### src/rtl/vga_pkg.sv
// Shared types and sizes for the 8-cell VGA test-pattern controller.
package vga_pkg;

    localparam int NCELLS = 8;
    localparam int CELL_W = 3;
    localparam int RGB_W  = 3;

    typedef logic [RGB_W-1:0] rgb_t;

    typedef enum logic [0:0] {
        IDLE  = 1'b0,
        ARMED = 1'b1
    } ctrl_state_t;

    function automatic rgb_t rgb_invert(input rgb_t c);
        return ~c;
    endfunction

endpackage

### src/rtl/vga_btn_debounce.sv
// Two-flop synchroniser, stability debouncer and one-cycle press pulse
// for one active-low asynchronous button.
module vga_btn_debounce #(
    parameter int DEBOUNCE_CYCLES = 250000,
    parameter int CNT_W           = 18
) (
    input  logic clk,
    input  logic rst_n,
    input  logic btn_n,
    output logic press
);

    localparam logic [CNT_W-1:0] CNT_LAST = CNT_W'(DEBOUNCE_CYCLES - 1);
    localparam logic [CNT_W-1:0] CNT_ONE  = CNT_W'(1);

    logic [1:0]       sync_r;
    logic             stable_r;
    logic [CNT_W-1:0] cnt_r;
    logic             press_r;

    // Synchroniser; resets to the released level.
    always_ff @(posedge clk) begin
        if (!rst_n) begin
            sync_r <= 2'b11;
        end else begin
            sync_r <= {sync_r[0], btn_n};
        end
    end

    // Accept a level only after it has differed from stable for the full window.
    always_ff @(posedge clk) begin
        if (!rst_n) begin
            stable_r <= 1'b1;
            cnt_r    <= '0;
            press_r  <= 1'b0;
        end else if (sync_r[1] != stable_r) begin
            if (cnt_r == CNT_LAST) begin
                stable_r <= sync_r[1];
                cnt_r    <= '0;
                press_r  <= ~sync_r[1];
            end else begin
                stable_r <= stable_r;
                cnt_r    <= cnt_r + CNT_ONE;
                press_r  <= 1'b0;
            end
        end else begin
            stable_r <= stable_r;
            cnt_r    <= '0;
            press_r  <= 1'b0;
        end
    end

    assign press = press_r;

endmodule

### src/rtl/vga_cell_ctrl.sv
// Cursor, frame-synchronous palette commit, cursor blink and registered
// pixel output for the 8-cell VGA test pattern.
module vga_cell_ctrl
    import vga_pkg::*;
#(
    parameter int DEBOUNCE_CYCLES = 250000,
    parameter int CNT_W           = 18,
    parameter int BLINK_FRAMES    = 30
) (
    input  logic              clk,
    input  logic              rst_n,
    input  logic              btn_next_n,
    input  logic              btn_commit_n,
    input  logic [RGB_W-1:0]  sw_rgb_n,
    input  logic              frame_start,
    input  logic              in_display,
    input  logic [CELL_W-1:0] cell_idx,
    output logic [RGB_W-1:0]  pixel,
    output logic [CELL_W-1:0] cursor,
    output logic              pending
);

    localparam logic [0:0] ST_IDLE  = IDLE;
    localparam logic [0:0] ST_ARMED = ARMED;

    localparam int BLINK_W = (BLINK_FRAMES > 1) ? $clog2(BLINK_FRAMES) : 1;
    localparam logic [BLINK_W-1:0] BLINK_LAST = BLINK_W'(BLINK_FRAMES - 1);
    localparam logic [BLINK_W-1:0] BLINK_ONE  = BLINK_W'(1);
    localparam logic [CELL_W-1:0]  CELL_ONE   = CELL_W'(1);

    logic              next_evt_s;
    logic              commit_evt_s;
    logic [RGB_W-1:0]  rgb_meta_r;
    logic [RGB_W-1:0]  rgb_sw_r;
    rgb_t              rgb_sync_s;

    logic [0:0]        state_r;
    logic [0:0]        state_nxt_s;
    rgb_t              pend_rgb_r;
    rgb_t              pend_rgb_nxt_s;
    logic [CELL_W-1:0] pend_idx_r;
    logic [CELL_W-1:0] pend_idx_nxt_s;
    logic              pal_we_s;
    logic [CELL_W-1:0] pal_widx_s;
    rgb_t              pal_wdata_s;
    rgb_t              palette_r [NCELLS];

    logic [CELL_W-1:0] cursor_r;
    logic              pending_r;
    logic [BLINK_W-1:0] blink_cnt_r;
    logic              blink_phase_r;
    rgb_t              pix_nxt_s;
    rgb_t              pixel_r;

    vga_btn_debounce #(.DEBOUNCE_CYCLES(DEBOUNCE_CYCLES), .CNT_W(CNT_W)) u_db_next (
        .clk   (clk),
        .rst_n (rst_n),
        .btn_n (btn_next_n),
        .press (next_evt_s)
    );

    vga_btn_debounce #(.DEBOUNCE_CYCLES(DEBOUNCE_CYCLES), .CNT_W(CNT_W)) u_db_commit (
        .clk   (clk),
        .rst_n (rst_n),
        .btn_n (btn_commit_n),
        .press (commit_evt_s)
    );

    // Colour switch synchroniser; only sampled when a commit is taken.
    always_ff @(posedge clk) begin
        if (!rst_n) begin
            rgb_meta_r <= 3'b111;
            rgb_sw_r   <= 3'b111;
        end else begin
            rgb_meta_r <= sw_rgb_n;
            rgb_sw_r   <= rgb_meta_r;
        end
    end

    assign rgb_sync_s = ~rgb_sw_r;

    // Commit FSM: palette writes are only ever issued on a frame_start cycle.
    always_comb begin
        state_nxt_s    = state_r;
        pend_rgb_nxt_s = pend_rgb_r;
        pend_idx_nxt_s = pend_idx_r;
        pal_we_s       = 1'b0;
        pal_widx_s     = pend_idx_r;
        pal_wdata_s    = pend_rgb_r;
        case (state_r)
            ST_IDLE: begin
                if (commit_evt_s) begin
                    state_nxt_s    = ST_ARMED;
                    pend_rgb_nxt_s = rgb_sync_s;
                    pend_idx_nxt_s = cursor_r;
                end else begin
                    state_nxt_s = ST_IDLE;
                end
            end
            ST_ARMED: begin
                if (frame_start && commit_evt_s) begin
                    // A commit landing on the frame boundary bypasses the pending slot.
                    pal_we_s    = 1'b1;
                    pal_widx_s  = cursor_r;
                    pal_wdata_s = rgb_sync_s;
                    state_nxt_s = ST_IDLE;
                end else if (frame_start) begin
                    pal_we_s    = 1'b1;
                    state_nxt_s = ST_IDLE;
                end else if (commit_evt_s) begin
                    pend_rgb_nxt_s = rgb_sync_s;
                    pend_idx_nxt_s = cursor_r;
                    state_nxt_s    = ST_ARMED;
                end else begin
                    state_nxt_s = ST_ARMED;
                end
            end
            default: begin
                state_nxt_s = ST_IDLE;
            end
        endcase
    end

    // FSM state, pending commit and the registered pending flag.
    always_ff @(posedge clk) begin
        if (!rst_n) begin
            state_r    <= ST_IDLE;
            pend_rgb_r <= 3'b000;
            pend_idx_r <= 3'd0;
            pending_r  <= 1'b0;
        end else begin
            state_r    <= state_nxt_s;
            pend_rgb_r <= pend_rgb_nxt_s;
            pend_idx_r <= pend_idx_nxt_s;
            pending_r  <= (state_nxt_s == ST_ARMED);
        end
    end

    // Palette storage.
    always_ff @(posedge clk) begin
        if (!rst_n) begin
            for (int i = 0; i < NCELLS; i++) begin
                palette_r[i] <= 3'b111;
            end
        end else if (pal_we_s) begin
            palette_r[pal_widx_s] <= pal_wdata_s;
        end else begin
            palette_r <= palette_r;
        end
    end

    // Cursor advances on every debounced next press, in any FSM state.
    always_ff @(posedge clk) begin
        if (!rst_n) begin
            cursor_r <= 3'd0;
        end else if (next_evt_s) begin
            cursor_r <= cursor_r + CELL_ONE;
        end else begin
            cursor_r <= cursor_r;
        end
    end

    // Frame counter and blink phase, independent of the commit FSM.
    always_ff @(posedge clk) begin
        if (!rst_n) begin
            blink_cnt_r   <= '0;
            blink_phase_r <= 1'b0;
        end else if (frame_start) begin
            if (blink_cnt_r == BLINK_LAST) begin
                blink_cnt_r   <= '0;
                blink_phase_r <= ~blink_phase_r;
            end else begin
                blink_cnt_r   <= blink_cnt_r + BLINK_ONE;
                blink_phase_r <= blink_phase_r;
            end
        end else begin
            blink_cnt_r   <= blink_cnt_r;
            blink_phase_r <= blink_phase_r;
        end
    end

    // Pixel colour: blank outside the display, cursor cell inverted in blink phase.
    always_comb begin
        pix_nxt_s = 3'b000;
        if (in_display) begin
            if ((cell_idx == cursor_r) && blink_phase_r) begin
                pix_nxt_s = rgb_invert(palette_r[cell_idx]);
            end else begin
                pix_nxt_s = palette_r[cell_idx];
            end
        end else begin
            pix_nxt_s = 3'b000;
        end
    end

    // Registered pixel output.
    always_ff @(posedge clk) begin
        if (!rst_n) begin
            pixel_r <= 3'b000;
        end else begin
            pixel_r <= pix_nxt_s;
        end
    end

    assign pixel   = pixel_r;
    assign cursor  = cursor_r;
    assign pending = pending_r;

endmodule

### config.mk
export PLATFORM = sky130hd
export DESIGN_NAME = vga_cell_ctrl
export DESIGN_NICKNAME = d
export VERILOG_FILES = /design/src/rtl/vga_pkg.sv /design/src/rtl/vga_btn_debounce.sv /design/src/rtl/vga_cell_ctrl.sv
export SDC_FILE = /design/constraint.sdc
export NUM_CORES = 1
export LEC_CHECK = 0
export CORE_MARGIN = 3
export CORE_UTILIZATION = 45
export CTS_CLUSTER_SIZE = 30
export DETAILED_ROUTE_END_ITERATION = 8
export PLACE_DENSITY_LB_ADDON = 0.12
export SYNTH_ARGS = -nofsm -noshare
export SYNTH_HDL_FRONTEND = slang
export SYNTH_SLANG_ARGS = --single-unit
### constraint.sdc
create_clock -name clk -period 1.8 [get_ports clk]
set_input_delay 0.18 -clock clk [delete_from_list [all_inputs] [get_ports clk]]
set_output_delay 0.18 -clock clk [all_outputs]
set_load 0.1 [all_outputs]
==> flow_summary.toml, run 1 <==
[synthesis]
ys_ff_latch = 93
synth.area.top_cells = "dfxtp_1 47%, mux2i_1 9.3%, nor2_1 8.3%"
syn-num-nets = 443
synth_cell_types = 39
synthFlopType = "dfxtp_1"
synth.avg_cell_area_um2 = 9.40
syn_inst = 426
yosysMostFrequentCell = "dfxtp_1"
synth_common_cells = "93 x dfxtp_1, 88 x nor2_1, 37 x mux2i_1, 32 x xnor2_1, 24 x nand2_1"
synth_async_sr_flop_share = 0
ys_seq_area_frac = 0.465
synth_area_leader_cell = "dfxtp_1"
synth_area_um2 = 4000
synth_edf_count = 0
synth_top_area_share = 0.465
yosysWarnings = 0

[timing]
finClkSkew_ps = 8.01
whs_ps = 382
period_needed_ps = 1720
setup_viol = 0
worstMarginPinSlew_ps = 468
grt_setup_unrepaired = "no"
max_clock_freq_mhz = 580
hold_viol = 0
period_share = 0.958
finalMaxSlewViolations = 0
setup_tns_ps = 0
fin_ws_ps = 76.4
relSlewSlack = 0.684

[power_and_ir_drop]
p_leak_nw = 1.74
ir_drop_mv = 0.413
power-per-cell-area_nw_per_um2 = 798

[route]
drc = 0
vias = 2927
wl_per_cell_um = 13.2
dr.first_iter.drc_count = 38
ant_nets = 0
routed_via_density = 5.12
drtPass1Iterations = 4
routed_wirelength_mm = 7.53

[finish]
area_growth_syn_to_layout_pct = 16.9
fillers = 783
drive_above_1_share = 0.133
regArea_um2 = 1870
nets = 480
n_antenna_cell = 0
multi_input_area_um2 = 2040
final_core_util = 0.555

[floorplanning]
num_rows = 33
dieArea_um2 = 10100
fp.dieH_um = 100
coreArea_um2 = 8420
io_pins = 19
fp.dieW_um = 100
initial_utilization = 0.475

[critical_path]
crit_path_end_kind = "flip-flop"
startpoint_type = "flip-flop"
cp_slowest_cell = "or4_2"
crit_fanout = 4
critical_path_class = "reg -> reg"
path_cells = "ha_2 > nand3_2 > or4_2 > o21ai_0 > a21oi_1"
crit_arrival_ps = 1970
cp.required_ps = 2040
cpPeakStageDelay_ps = 700

[placement]
place_congestion = 0.807
pre_cts_slack_ps = -30.2
port_buffers = 18
dp_hpwl_mm = 5.38

[global_route]
grt_pass1_wl_mm = 13.1
grt_overflow = 0
grt_max_degree = 19
track_usage = 0.162
antenna_found_initial = 0
grt_pass1_vias = 2857

[clocking]
cts_buffers = 9
ctsRootBufferMaster = "clkbuf_8"
clk_latency_ps = 350
cts_tree = "done"
cts_hold_buf = 0
clk_pin_slew_ps = 90
htree_levels = 3
cts_buffer_depth = 2
clkSinkCount = 93

[outcome]
status = "complete, no violations"

[run]
maxCapViolCount = 0

[min_path]
hp-class = "in -> reg"
## cell families after synthesis
family / Yosys count / share of synthesized area
adder cells (fa/ha/maj): 5 / 0.0156
flip-flops: 93 / 0.465
XOR/XNOR: 42 / 0.0919
AND/OR/NAND/NOR: 194 / 0.234
buffers and inverters: 28 / 0.0284
multiplexers: 43 / 0.126
AO/OA/AOI/OAI: 21 / 0.0381
## layout make-up
cell class / count / share of cell area
clock buffers: 11 / 0.0348
clock inverters: 4 / 0.0118
inverters: 13 / 0.0104
multi-input cells: 305 / 0.436
flip-flops and latches: 93 / 0.399
well taps: 105 / 0.0281
repair buffers: 41 / 0.0797
## flip-flops by register name (all words and copies together) (netlist names), 2 cells and up
name,flops
rgb_sw_r,3
u_db_next.sync_r,2
u_db_commit.cnt_r,18
blink_cnt_r,5
u_db_next.cnt_r,18
u_db_commit.sync_r,2
pixel,3
palette_r,24
rgb_meta_r,3
pend_idx_r,3
pend_rgb_r,3
cursor,3
## report_power, final
part           total, mW  switching, mW  internal [mW]
Combinational      0.169         0.0953         0.0741
Clock               1.48          0.716          0.762
Sequential          2.09         0.0118           2.07
Total               3.73          0.823           2.91
## stage by stage
step | instances | power (mW) | instance area, um2
5_1_grt | 572 | 3.88 | 4680
4_1_cts | 571 | 3.79 | 4660
3_5_place_dp | 556 | 2.31 | 4450
3_3_place_gp | 556 | 2.31 | 4450
6_report | 572 | 3.73 | 4680
2_1_floorplan | 426 | 2.24 | 4010
## cells in the final DEF, fill, tap and decap left out, types with 3 or more instances in the layout
cell type,synthesis,layout
dfxtp_1,93,90
a211oi_1,7,6
buf_12,0,3
inv_1,13,13
nand2_1,24,24
clkdlybuf4s50_1,0,11
mux4_2,6,6
nand4_1,9,9
and3_1,5,5
or3_1,3,3
nor3_1,10,10
clkbuf_8,0,10
o21ai_0,4,4
xnor2_1,32,32
nand3_1,16,15
nand2b_1,14,14
xor2_1,10,10
nor4_1,12,12
buf_4,1,27
ha_1,5,4
mux2i_1,37,37
nor2_1,88,88
nor4b_1,3,3
## final timing paths
path	end	depth (start not counted)	slack, ps	startpoint
worst max-delay path	u_db_next.cnt_r[16]	5	80	u_db_next.cnt_r[1]
worst min-delay path	u_db_next.sync_r[0]	2	380	btn_next_n
worst max register to register	u_db_next.cnt_r[16]	5	80	u_db_next.cnt_r[1]
worst min register to register	u_db_commit.sync_r[1]	1	410	u_db_commit.sync_r[0]
## critical path, delay by kind of cell, from the launching register on
kind / cells / cell delay (ps)
flip-flops: 1 / 360
AND/OR/NAND/NOR: 2 / 800
adder cells (fa/ha/maj): 1 / 210
AO/OA/AOI/OAI: 2 / 240
## what timing repair did
action,4_1_cts,5_1_grt
setup endpoints to repair,0,33
gates resized for setup,0,2
buffers inserted,0,1
## layer usage
metal	part of all wire	wire, um	vias up	global-route usage
met5	0	0	-	0
met2	0.48	3600	31	0.268
li1	-	-	1523	-
met3	0.025	190	10	0.0285
met1	0.48	3630	1363	0.206
met4	0.015	112	0	0.0736
Note: power is estimated with default switching activity, not from simulation.
==> run 2, diff against run 1 <==
--- a/config.mk
+++ b/config.mk
@@ -6,7 +6,7 @@
 export NUM_CORES = 1
 export LEC_CHECK = 0
 export CORE_MARGIN = 3
-export CORE_UTILIZATION = 45
+export CORE_UTILIZATION = 54
 export CTS_CLUSTER_SIZE = 30
 export DETAILED_ROUTE_END_ITERATION = 8
 export PLACE_DENSITY_LB_ADDON = 0.12
==> run 2 against run 1 <==
Compared with the run above:
- die area is 16% lower
- sequential share of layout area increased by 0.92 points
- clock skew decreased by 2.8 ps
- core utilization rose by 10 points
- global-route usage grew 3.1 points
- cell count decreased by 2.4%
- count of clock-buffer cells in the layout rose by 4
- worst setup slack gained 1.1 ps
- critical path type unchanged
- critical endpoint unchanged
- largest cell class unchanged
==> flow_summary.toml, run 2 (synthesis results as in run 1) <==
[critical_path]
startpoint_type = "flip-flop"
crit_start = "u_db_next.cnt_r[0]"
critical_path_class = "reg -> reg"
cp.required_ps = 2040
r2r-start = "u_db_next.cnt_r[0]"
crit_path_end_kind = "flip-flop"
crit_arrival_ps = 1960
crit_fanout = 4

[clocking]
clkSinkCount = 93
cts_hold_buf = 0
clk_pin_slew_ps = 80
cts_buffers = 9
htree_levels = 3
clk_latency_ps = 340
cts_tree = "done"
ctsRootBufferMaster = "clkbuf_8"
cts_buffer_depth = 2

[timing]
setup_viol = 0
relSlewSlack = 0.673
finalMaxSlewViolations = 0
worstMarginPinSlew_ps = 484
period_share = 0.957
fin_ws_ps = 77.5
grt_setup_unrepaired = "no"
setup_tns_ps = 0
period_needed_ps = 1720
max_clock_freq_mhz = 581
hold_viol = 0
finClkSkew_ps = 5.16

[finish]
n_antenna_cell = 0
nets = 475
drive_above_1_share = 0.119
largest_reg_flops = 24
top_register = "palette_r"
final_cell_mix = "88 x nor2_1, 88 x dfxtp_1, 37 x mux2i_1"
area_growth_syn_to_layout_pct = 14.4
reg_top3 = "palette_r x24, u_db_commit.cnt_r x18, u_db_next.cnt_r x18"

[floorplanning]
num_rows = 30
initial_utilization = 0.573
fp.dieH_um = 92.1
dieArea_um2 = 8480
coreArea_um2 = 6980
fp.dieW_um = 92.1
io_pins = 19

[global_route]
grt_pass1_vias = 2906
grt_max_degree = 19
track_usage = 0.193
antenna_found_initial = 0
grt_overflow = 0
grt_pass1_wl_mm = 13.2

[power_and_ir_drop]
internal_power_mw = 2.80
pwr-share-seq = 0.588
p_leak_nw = 1.70
ir_drop_mv = 0.531
p_sw_mw = 0.747
switching_share = 0.211
clock_power_share = 0.366
power_mw = 3.55
power-per-cell-area_nw_per_um2 = 775
pwr-share-comb = 0.046

[outcome]
status = "complete, no violations"

[placement]
place_congestion = 0.805
dp_hpwl_mm = 5.29
pre_cts_slack_ps = -57.2
port_buffers = 18

[run]
maxCapViolCount = 0

[route]
vias = 2919
routed_wirelength_mm = 7.43
dr.first_iter.drc_count = 88
drc = 0
routed_via_density = 5.23
wl_per_cell_um = 13.3
ant_nets = 0
drtPass1Iterations = 4

[min_path]
hp-class = "in -> reg"
worstHoldStart = "btn_commit_n"
run 2: changes by cell type in the layout (fill, tap and decap cells not counted), moves of 2 or more:
cell      before  now
clkbuf_1       0    3
dfxtp_2        2    4
dfxtp_1       90   88
buf_4         27   22
buf_12         3    1
clkinv_4       2    0
buf_6          0    2
run 2: power groups by stage:
stage,Sequential (mW),Combinational [mW],Clock (mW)
after floorplan,2.16,0.0780,0
after global placement,2.13,0.161,0
after detailed placement,2.14,0.163,0
after CTS,2.09,0.164,1.34
after global routing,2.09,0.177,1.44
final,2.09,0.163,1.30
run 2: worst paths after layout:
path,slack (ps),depth (start not counted),end
max,80,5,u_db_next.cnt_r[16]
min,390,2,u_db_commit.sync_r[0]
max reg2reg,80,5,u_db_next.cnt_r[16]
min reg2reg,410,1,rgb_sw_r[1]
run 2: final cells by class:
| class | count | area (um2) |
|---|---|---|
| well taps | 96 | 120 |
| inverters | 13 | 48.8 |
| repair buffers | 36 | 318 |
| fillers | 615 | 2400 |
| clock buffers | 15 | 188 |
| multi-input cells | 305 | 2030 |
| flip-flops and latches | 93 | 1870 |
run 2: per-stage QoR:
stage          area (um2)  std cells  hold slack, ps   util
5_1_grt              4580        558             370  0.656
3_3_place_gp         4380        543             394  0.627
3_5_place_dp         4380        543             396  0.627
4_1_cts              4570        558             371  0.654
6_report             4580        558             388  0.656
2_1_floorplan        4010        426             281      -
run 2: worst max-delay path: stages, from the launching register on:
cell	delay, ps
dfxtp_2	360
ha_2	200
nand3_1	120
or4_2	700
o21ai_0	160
a21oi_1	80
run 2: metal layers:
layer,track usage,part of all wire,vias to the layer above
met3,0.0591,0.034,9
met4,0.0495,0.012,0
met5,0,0,-
met1,0.243,0.48,1360
li1,-,-,1513
met2,0.322,0.47,37
run 2: timing repair:
item                       CTS  global route
gates resized for setup      0             5
buffers inserted             0             0
setup endpoints to repair    0            32
